--- src/rtl/irq_pkg.sv ---
`default_nettype none
// ============================================================================
//  Module      : irq_pkg
//  Description : Shared definitions for the interrupt arbiter: FSM state
//                encoding, config register addresses and the default
//                number of interrupt sources.
//  Revision    : 1.0 - initial release
// ============================================================================
package irq_pkg;

    // Default source count: bit 0 = int_ext1, 1 = int_ext2,
    // 2 = tim1_cmp, 3 = tim2_cmp
    localparam int NUM_SOURCES_DEFAULT = 4;

    // Config register map
    localparam logic [1:0] REG_ENABLE  = 2'd0;
    localparam logic [1:0] REG_PENDING = 2'd1;
    localparam logic [1:0] REG_MODE    = 2'd2;
    localparam logic [1:0] REG_STATUS  = 2'd3;

    // Handshake FSM states
    typedef enum logic [1:0] {
        IDLE    = 2'd0,
        REQ     = 2'd1,
        SERVICE = 2'd2
    } irq_state_e;

endpackage : irq_pkg
`default_nettype wire

--- src/rtl/irq_edge_detect.sv ---
`default_nettype none
// ============================================================================
//  Module      : irq_edge_detect
//  Description : Per-source front end. Optionally synchronises the raw line,
//                keeps one cycle of history and reports the rising edge and
//                the sampled level of the line.
//  Config      : IRQ_ARB_SYNC_EN - when defined, src_i passes through a
//                2-flop synchronizer (reset to 0) before sampling.
//  Ports       : clk      in   system clock
//                reset    in   synchronous active-high reset
//                src_i    in   raw interrupt line
//                rise_o   out  sampled line rose this cycle
//                level_o  out  sampled line level
//  Revision    : 1.0 - initial release
// ============================================================================
module irq_edge_detect (
    input  logic clk,
    input  logic reset,
    input  logic src_i,
    output logic rise_o,
    output logic level_o
);

    logic w_src_s;
    logic r_prev_q;

`ifdef IRQ_ARB_SYNC_EN
    logic r_sync1_q;
    logic r_sync2_q;

    always_ff @(posedge clk) begin
        if (reset) begin
            r_sync1_q <= 1'b0;
            r_sync2_q <= 1'b0;
        end else begin
            r_sync1_q <= src_i;
            r_sync2_q <= r_sync1_q;
        end
    end

    assign w_src_s = r_sync2_q;
`else
    // Source is already synchronous to clk
    assign w_src_s = src_i;
`endif

    always_ff @(posedge clk) begin
        if (reset) begin
            r_prev_q <= 1'b0;
        end else begin
            r_prev_q <= w_src_s;
        end
    end

    assign rise_o  = w_src_s & ~r_prev_q;
    assign level_o = w_src_s;

endmodule : irq_edge_detect
`default_nettype wire

--- src/rtl/irq_arbiter.sv ---
`default_nettype none
// ============================================================================
//  Module      : irq_arbiter
//  Description : Collects the interrupt sources, holds per-source PENDING,
//                ENABLE and MODE state, selects the lowest-index active
//                source and presents it to the core through a
//                request/ack/done handshake.
//  Config      : IRQ_ARB_SYNC_EN - adds a 2-flop synchronizer on every
//                source (all latencies grow by 2 cycles).
//  Ports       : clk        in   system clock
//                reset      in   synchronous active-high reset
//                src_in     in   raw interrupt lines
//                cfg_we     in   config write strobe
//                cfg_addr   in   0 ENABLE, 1 PENDING, 2 MODE, 3 STATUS
//                cfg_wdata  in   config write data
//                cfg_rdata  out  combinational read of register at cfg_addr
//                irq_req    out  registered request to the core
//                irq_id     out  presented source index (valid with irq_req)
//                irq_ack    in   core took the request (1-cycle pulse)
//                irq_done   in   handler finished (1-cycle pulse)
//  Revision    : 1.0 - initial release
// ============================================================================
module irq_arbiter
    import irq_pkg::*;
#(
    parameter int NUM_SOURCES = NUM_SOURCES_DEFAULT,
    parameter int ID_W        = $clog2(NUM_SOURCES)
) (
    input  logic                   clk,
    input  logic                   reset,
    input  logic [NUM_SOURCES-1:0] src_in,
    input  logic                   cfg_we,
    input  logic [1:0]             cfg_addr,
    input  logic [NUM_SOURCES-1:0] cfg_wdata,
    output logic [NUM_SOURCES-1:0] cfg_rdata,
    output logic                   irq_req,
    output logic [ID_W-1:0]        irq_id,
    input  logic                   irq_ack,
    input  logic                   irq_done
);

    // ------------------------------------------------------------------
    // Per-source edge/level front end
    // ------------------------------------------------------------------
    logic [NUM_SOURCES-1:0] w_rise;
    logic [NUM_SOURCES-1:0] w_level;

    generate
        for (genvar gi = 0; gi < NUM_SOURCES; gi++) begin : g_src
            irq_edge_detect u_edge (
                .clk     (clk),
                .reset   (reset),
                .src_i   (src_in[gi]),
                .rise_o  (w_rise[gi]),
                .level_o (w_level[gi])
            );
        end
    endgenerate

    // ------------------------------------------------------------------
    // Registers
    // ------------------------------------------------------------------
    irq_state_e             r_state_q, w_state_d;
    logic [ID_W-1:0]        r_id_q, w_id_d;
    logic                   r_req_q, w_req_d;
    logic [NUM_SOURCES-1:0] r_pend_q, w_pend_d;
    logic [NUM_SOURCES-1:0] r_en_q, w_en_d;
    logic [NUM_SOURCES-1:0] r_mode_q, w_mode_d;

    logic [NUM_SOURCES-1:0] w_sw_clr;
    logic [NUM_SOURCES-1:0] w_ack_clr;
    logic [NUM_SOURCES-1:0] w_active;
    logic [ID_W-1:0]        w_win_id;

    // ENABLE / MODE software writes
    always_comb begin
        w_en_d   = r_en_q;
        w_mode_d = r_mode_q;
        if (cfg_we && (cfg_addr == REG_ENABLE)) begin
            w_en_d = cfg_wdata;
        end
        if (cfg_we && (cfg_addr == REG_MODE)) begin
            w_mode_d = cfg_wdata;
        end
    end

    // PENDING: level sources follow the line; edge sources are set by a
    // rise and cleared by write-1 or by the ack of that source. Set wins
    // over clear because it is ORed in last.
    always_comb begin
        w_sw_clr  = '0;
        w_ack_clr = '0;
        if (cfg_we && (cfg_addr == REG_PENDING)) begin
            w_sw_clr = cfg_wdata;
        end
        if ((r_state_q == REQ) && irq_ack) begin
            w_ack_clr[r_id_q] = 1'b1;
        end
        w_pend_d = (r_mode_q & w_level)
                 | (~r_mode_q & (w_rise | (r_pend_q & ~(w_sw_clr | w_ack_clr))));
    end

    // Fixed priority: lowest set index wins (scan high to low, last hit sticks)
    assign w_active = r_pend_q & r_en_q;

    always_comb begin
        w_win_id = '0;
        for (int i = NUM_SOURCES - 1; i >= 0; i--) begin
            if (w_active[i]) begin
                w_win_id = ID_W'(i);
            end
        end
    end

    // ------------------------------------------------------------------
    // Handshake FSM (next state)
    // ------------------------------------------------------------------
    always_comb begin
        w_state_d = r_state_q;
        w_id_d    = r_id_q;
        case (r_state_q)
            IDLE: begin
                if (|w_active) begin
                    w_state_d = REQ;
                    w_id_d    = w_win_id;
                end
            end
            REQ: begin
                // Ack beats a simultaneous disable. The disable is taken from
                // the value being written so the request drops the cycle
                // right after the ENABLE write.
                if (irq_ack) begin
                    w_state_d = SERVICE;
                end else if (!w_en_d[r_id_q]) begin
                    w_state_d = IDLE;
                end
            end
            SERVICE: begin
                if (irq_done) begin
                    w_state_d = IDLE;
                end
            end
            default: begin
                w_state_d = IDLE;
            end
        endcase
        w_req_d = (w_state_d == REQ);
    end

    // ------------------------------------------------------------------
    // State register
    // ------------------------------------------------------------------
    always_ff @(posedge clk) begin
        if (reset) begin
            r_state_q <= IDLE;
            r_id_q    <= '0;
            r_req_q   <= 1'b0;
            r_pend_q  <= '0;
            r_en_q    <= '0;
            r_mode_q  <= '0;
        end else begin
            r_state_q <= w_state_d;
            r_id_q    <= w_id_d;
            r_req_q   <= w_req_d;
            r_pend_q  <= w_pend_d;
            r_en_q    <= w_en_d;
            r_mode_q  <= w_mode_d;
        end
    end

    // ------------------------------------------------------------------
    // Outputs
    // ------------------------------------------------------------------
    assign irq_req = r_req_q;
    assign irq_id  = r_id_q;

    always_comb begin
        cfg_rdata = '0;
        case (cfg_addr)
            REG_ENABLE:  cfg_rdata = r_en_q;
            REG_PENDING: cfg_rdata = r_pend_q;
            REG_MODE:    cfg_rdata = r_mode_q;
            REG_STATUS:  cfg_rdata[1:0] = {r_req_q, (r_state_q != IDLE)};
            default:     cfg_rdata = '0;
        endcase
    end

endmodule : irq_arbiter
`default_nettype wire

--- config.mk ---
export PLATFORM = sky130hd
export DESIGN_NAME = irq_arbiter
export DESIGN_NICKNAME = d
export VERILOG_FILES = /design/src/rtl/irq_pkg.sv /design/src/rtl/irq_edge_detect.sv /design/src/rtl/irq_arbiter.sv
export SDC_FILE = /design/constraint.sdc
export NUM_CORES = 1
export LEC_CHECK = 0
export BUFFER_PORTS_ARGS = -buffer_cell sky130_fd_sc_hd__buf_2
export CORE_ASPECT_RATIO = 0.8
export CORE_UTILIZATION = 52
export DETAILED_ROUTE_END_ITERATION = 12
export PLACE_DENSITY = 0.76
export REMOVE_ABC_BUFFERS = 1
export SYNTH_ARGS = -nofsm -noshare
export SYNTH_HDL_FRONTEND = slang
export SYNTH_SLANG_ARGS = --single-unit
--- constraint.sdc ---
create_clock -name clk -period 2.15 [get_ports clk]
set_clock_uncertainty 0.2 [all_clocks]
set_input_delay 0.1075 -clock clk [delete_from_list [all_inputs] [get_ports clk]]
set_output_delay 0.1075 -clock clk [all_outputs]
set_load 0.02 [all_outputs]
## Yosys cells after proc, flatten, opt, wreduce, memory -nomap -nowiden

Index checks and enable logic that the tools add are counted.

- Register bits: 21
- Latch bits: 0
- Memory bits (writable): 0
- Memory bits (read-only): 0
- Input bits: 15
- Output and inout port bits: 7
- Word-level logic and storage cells: 63
- Memories: 0

- Add/sub/neg operators: 0
- $mul: 0
- Div/mod/pow operators: 0
- Magnitude comparators: 2
- Equality and inequality tests: 6
- Shift operators: 0
- Muxes and demuxes: 18
- Bitwise logic cells: 17
- Reductions and logical operators: 10

Operator list:

| operator | count |
|---|---|
| $and A4 B4 Y4 | 4 |
| $mux W2 | 8 |
| $mux W4 | 3 |
| $or A4 B4 Y4 | 3 |
| $pmux W2 S3 | 2 |
| $not A4 Y4 | 2 |
| $pmux W2 S4 | 1 |
| $eq A2 B1 Y1 const B | 3 |
| $eq A2 B2 Y1 const B | 3 |
| $logic_and A1 B1 Y1 | 5 |
| $and A1 B1 Y1 | 4 |
| $logic_not A2 Y1 | 2 |
| $not A1 Y1 | 4 |
| $reduce_or A4 Y1 | 1 |
| $lt A2 B3 Y1 const B | 1 |
| $bmux W1 S2 | 1 |
| $demux W1 S2 | 1 |
| $ge A2 B1 Y1 const B | 1 |
| $mux W1 | 2 |
| $reduce_and A2 Y1 | 1 |
| $reduce_bool A2 Y1 | 1 |

## Depth between registers and ports, before layout

- Depth after elaboration: 11
- Depth in mapped cells: 5
- Gate-level depth less buffers: 4

## Modules after synthesis

A second synthesis with hierarchy kept.

- Cell total of the unflattened synthesis: 122
- Area, all modules: 1181.1 um2

By module, submodules not included:

| module | instances | cells an instance | area each (um2) | seq. area each (um2) |
|---|---|---|---|---|
| irq_arbiter | 1 | 106 | 960.9 | 340.3 |
| irq_edge_detect | 4 | 4 | 55.1 | 20.0 |

## Least setup slack after synthesis

No wires, ideal clock.

- Kind: reg-to-reg
- From: register r_id_q[0], in the netlist irq_id[0]
- To: register r_req_q, in the netlist irq_req
- Library setup time: 0.123 ns
- Arrival time: 1.344 ns
- Data required time: 1.827 ns
- Setup slack: 0.484 ns
- Cell stages (with the launch flop): 4
- Buffers on the path: 0
- Clock period less this slack: 1.666 ns
- Path through: dfxtp_1 -> mux4_1 -> a32oi_1 -> nand2_1

- Word-level cells in the longest chain between the ends: 6

RTL lines:

| element | RTL line | text |
|---|---|---|
| from (decl) | irq_arbiter.sv:64 | `logic [ID_W-1:0] r_id_q, w_id_d;` |
| from (signal assigned) | irq_arbiter.sv:163 | `r_id_q <= w_id_d;` |
| $bmux W1 S2 | irq_arbiter.sv:134 | `end else if (!w_en_d[r_id_q]) begin` |
| $mux W1 (implied by the code) | irq_arbiter.sv:134 |  |
| $mux W2 | irq_arbiter.sv:134 |  |
| $mux W2 | irq_arbiter.sv:132 | `if (irq_ack) begin` |
| $pmux W2 S3 | irq_arbiter.sv:121 | `case (r_state_q)` |
| $eq A2 B1 Y1 | irq_arbiter.sv:147 | `w_req_d = (w_state_d == REQ);` |
| to (signal assigned) | irq_arbiter.sv:164 | `r_req_q <= w_req_d;` |
| to (decl) | irq_arbiter.sv:65 | `logic r_req_q, w_req_d;` |

Every way passes these cells. The select of a mux whose other input is x is not followed.
A chain may end at the register's enable or synchronous reset.

## Worst setup path after layout

- From: register r_state_q[0]
- To: output cfg_rdata[0]

- Word-level cells in the longest chain between the ends: 2

RTL lines:

| element | RTL line | text |
|---|---|---|
| from (decl) | irq_arbiter.sv:63 | `irq_state_e r_state_q, w_state_d;` |
| from (signal assigned) | irq_arbiter.sv:162 | `r_state_q <= w_state_d;` |
| $reduce_bool A2 Y1 | irq_arbiter.sv:183 | `REG_STATUS: cfg_rdata[1:0] = {r_req_q, (r_state_q != IDLE)};` |
| $pmux W2 S4 | irq_arbiter.sv:179 | `case (cfg_addr)` |
| to (decl) | irq_arbiter.sv:35 | `output logic [NUM_SOURCES-1:0] cfg_rdata,` |

Every way passes these cells.

==> results.md <==
* Status: completed
* Total power at 742 uW
* WL/cell at 15.4 um
* Filler cells at 144
* Gpl congestion at 0.941
* CP arrival at 1.69 ns
* Total Wirelength at 2.54 mm
* Clk pwr share at 25.8%
* Final setup vio count at 0
* Tmin final at 2.00 ns
* Max Slew Vio Count at 0
* Clk_lat worst skew at 0.31 ns
* Synth Register Bits at 21
* Mux cell area share after synthesis at 18.9%
* Cell Pwr Density at 563 nW/um2
* Leak at 0.000595 uW
* Adder-cell area share of the yosys netlist at 0%
* Final #Nets at 157
* Bufs on Longest Clock Path at 2
* Area delta synth->final at 23.6%
* Drt drc at 0
* DRT iter0 DRCs at 34
* Max IR drop VDD at 462 uV
* Max cap viols at 0
* P_int at 541 uW
* NetSw at 201 uW
* Core ar. at 1910 um2
* Comb power frac at 16.6%
* Largest family of logic cells by synthesized area: simple AND/OR/NAND/NOR gates
* Setup WS post-layout at 0.154 ns
* DP Wirelength at 1.70 mm
* WS Path Type: reg -> out
* Via density at 5.70
* Sw Ratio at 27.1%
* Die Area at 2240 um2
* Crit path required time at 1.84 ns
* Reg power frac at 57.6%
* CTS Sinks at 21
* TritonCTS Buffers at 3
* Unrepaired setup endpoints after global routing: no
* Setup TNS at 0 ns
* Largest net degree at the start of global routing at 21
* Util after Layout at 69.1%
* Io pins at 22
* Max Fclk at 0.501 GHz
* Final worst path period share at 92.8%
* Initial antenna violation count at 0
* Post-synthesis simple-gate area fraction at 23.9%
* Die X-Extent at 52.7 um
* Seq/Total Area, Yosys at 39.4%
* Hold Worst Slack at 0.0828 ns
* DR vias at 940
* Netlist Area Pre-Place at 1070 um2
* Pre-CTS worst setup slack at 0.500 ns
* Slew @ Worst Pin at 0.393 ns
* First-pass GRT wire length at 4.01 mm
* Yosys warnings at 0
* GRT Util Overall at 25.5%
* Worst min path class: in -> reg
* Synth cell types at 30
* Vias in the first global route at 828
* Startpoint Class: register
* Die height at 42.5 um
* Root Driver: clkbuf_4
* Diode count at 0
* DR pass1 iterations at 4
* Initial Util at 55.9%
* Syn Inst Count at 108
* Share of cells above drive strength 1 at 24.8%
* IO Port Bufs at 21
* Worst rel slew slack at 73.8%
* # rows at 14
* Synth Area in Compound Gates at 13.1%
* Synth Area per Inst at 9.88 um2
* GRT overflow at 0
* CTS tree: yes
* Crit Path Max Fanout at 7
* # H-tree levels at 1
* Xor/xnor cell area share of the yosys netlist at 0%
* Critical path endpoint category: primary output
* Clock-pin slew on the worst setup and hold paths at 0.12 ns
* Final hold viol count at 0
* Final ANT Viol Nets at 0
-- cells by family (layout without fill, tap and decap cells) --
kind of cell           after synthesis  in the layout
and+or+nand+nor                     46             46
DFF                                 21             21
AOI/OAI and AO/OA                   18             18
muxes                               14             14
buffers and inverters                9             42
-- final cells by class --
| type | count | area (um2) | area share, % |
|---|---|---|---|
| sequential | 21 | 420 | 31.9 |
| inverter | 5 | 18.8 | 1.42 |
| multi-input combinational | 78 | 597 | 45.3 |
| clock buffer | 3 | 22.5 | 1.71 |
| tap | 24 | 30.0 | 2.28 |
| timing repair buffer | 33 | 225 | 17.1 |
| clock inverter | 1 | 5.00 | 0.380 |
-- worst max-delay path, cell delays in order, from the launching register on --
cell,delay (ns)
dfxtp_1,0.38
or2_2,0.33
mux4_1,0.49
buf_2,0.18
-- worst paths after layout --
kind / from / slack [ns] / cells past startpoint / to
hold reg to reg: g_src[1].u_edge.r_prev_q / 0.29 / 3 / r_pend_q[1]
setup reg to reg: irq_id[0] / 0.49 / 3 / r_state_q[0]
setup / recovery: r_state_q[0] / 0.15 / 3 / cfg_rdata[0]
hold / removal: irq_ack / 0.08 / 4 / irq_req
-- through the flow --
step	cell area (um2)	cells
6_report	1320	165
5_1_grt	1320	165
4_1_cts	1320	165
3_5_place_dp	1170	149
3_3_place_gp	1170	149
2_1_floorplan	1040	104
-- layer usage --
layer  routed length [um]  global-route usage [%]  up-vias
li1                     -                       -      457
met2                 1090                    35.7       43
met1                 1230                    36.4      436
met3                  177                    8.70        4
met5                    0                       0        -
met4                   34                    8.42        0
-- repair_timing --
action | CTS | global route
setup buffers | 0 | 0
endpoints found under the hold margin | 16 | 0
resized for setup | 0 | 0
hold buffers | 12 | 0
-- Yosys cell counts --
cell	instances	share of area, %
a221o_1	2	1.9
or2_2	2	1.2
mux2i_1	10	9.4
nand2_1	13	4.6
nor3_1	1	0.47
or3b_2	2	1.6
nor2b_4	1	1.3
and4b_1	1	0.94
a2111oi_2	2	2.8
inv_1	5	1.8
nand2b_1	2	1.2
nand3_1	3	1.4
a41oi_1	1	0.82
buf_2	1	0.47
nor2_1	12	4.2
buf_6	2	2.1
o21ai_0	4	1.9
a32oi_1	1	0.82
a21oi_1	5	2.3
a22o_1	2	1.6
nor3b_4	1	1.8
a32o_1	1	0.94
buf_1	1	0.35
nor3b_1	1	0.70
nor2b_1	4	2.3
dfxtp_1	21	39
mux4_1	3	7.4
mux4_2	1	2.1
and2_4	1	0.82
nand3b_1	2	1.4
-- flip-flops by register name, summed over array words and instances, names as in the netlist --
name                   flops
g_src.u_edge.r_prev_q      4
r_en_q                     4
r_mode_q                   4
r_pend_q                   4
irq_id                     2
r_state_q                  2
irq_req                    1
-- layout by cell type, fill, tap and decap left out, types with 2 or more instances in the layout --
| master | instances |
|---|---|
| inv_1 | 5 |
| mux2i_1 | 10 |
| or2_2 | 2 |
| nand2b_1 | 2 |
| or3b_2 | 2 |
| a22o_1 | 2 |
| a221o_1 | 2 |
| a21oi_1 | 5 |
| nand3_1 | 3 |
| dlygate4sd3_1 | 12 |
| buf_2 | 21 |
| mux4_1 | 3 |
| dfxtp_1 | 21 |
| nand3b_1 | 2 |
| nor2_1 | 12 |
| nand2_1 | 13 |
| o21ai_0 | 4 |
| clkbuf_4 | 3 |
| a2111oi_2 | 2 |
| nor2b_1 | 4 |
-- power by group through the flow --
| stage | clock network [uW] | logic, uW | registers, uW |
|---|---|---|---|
| floorplan | 0 | 63.0 | 430 |
| global placement | 0 | 104 | 435 |
| detailed placement | 0 | 107 | 435 |
| CTS | 197 | 122 | 427 |
| global route | 219 | 134 | 429 |
| finish | 192 | 123 | 428 |
No activity file was read; power rests on OpenSTA's default activity.
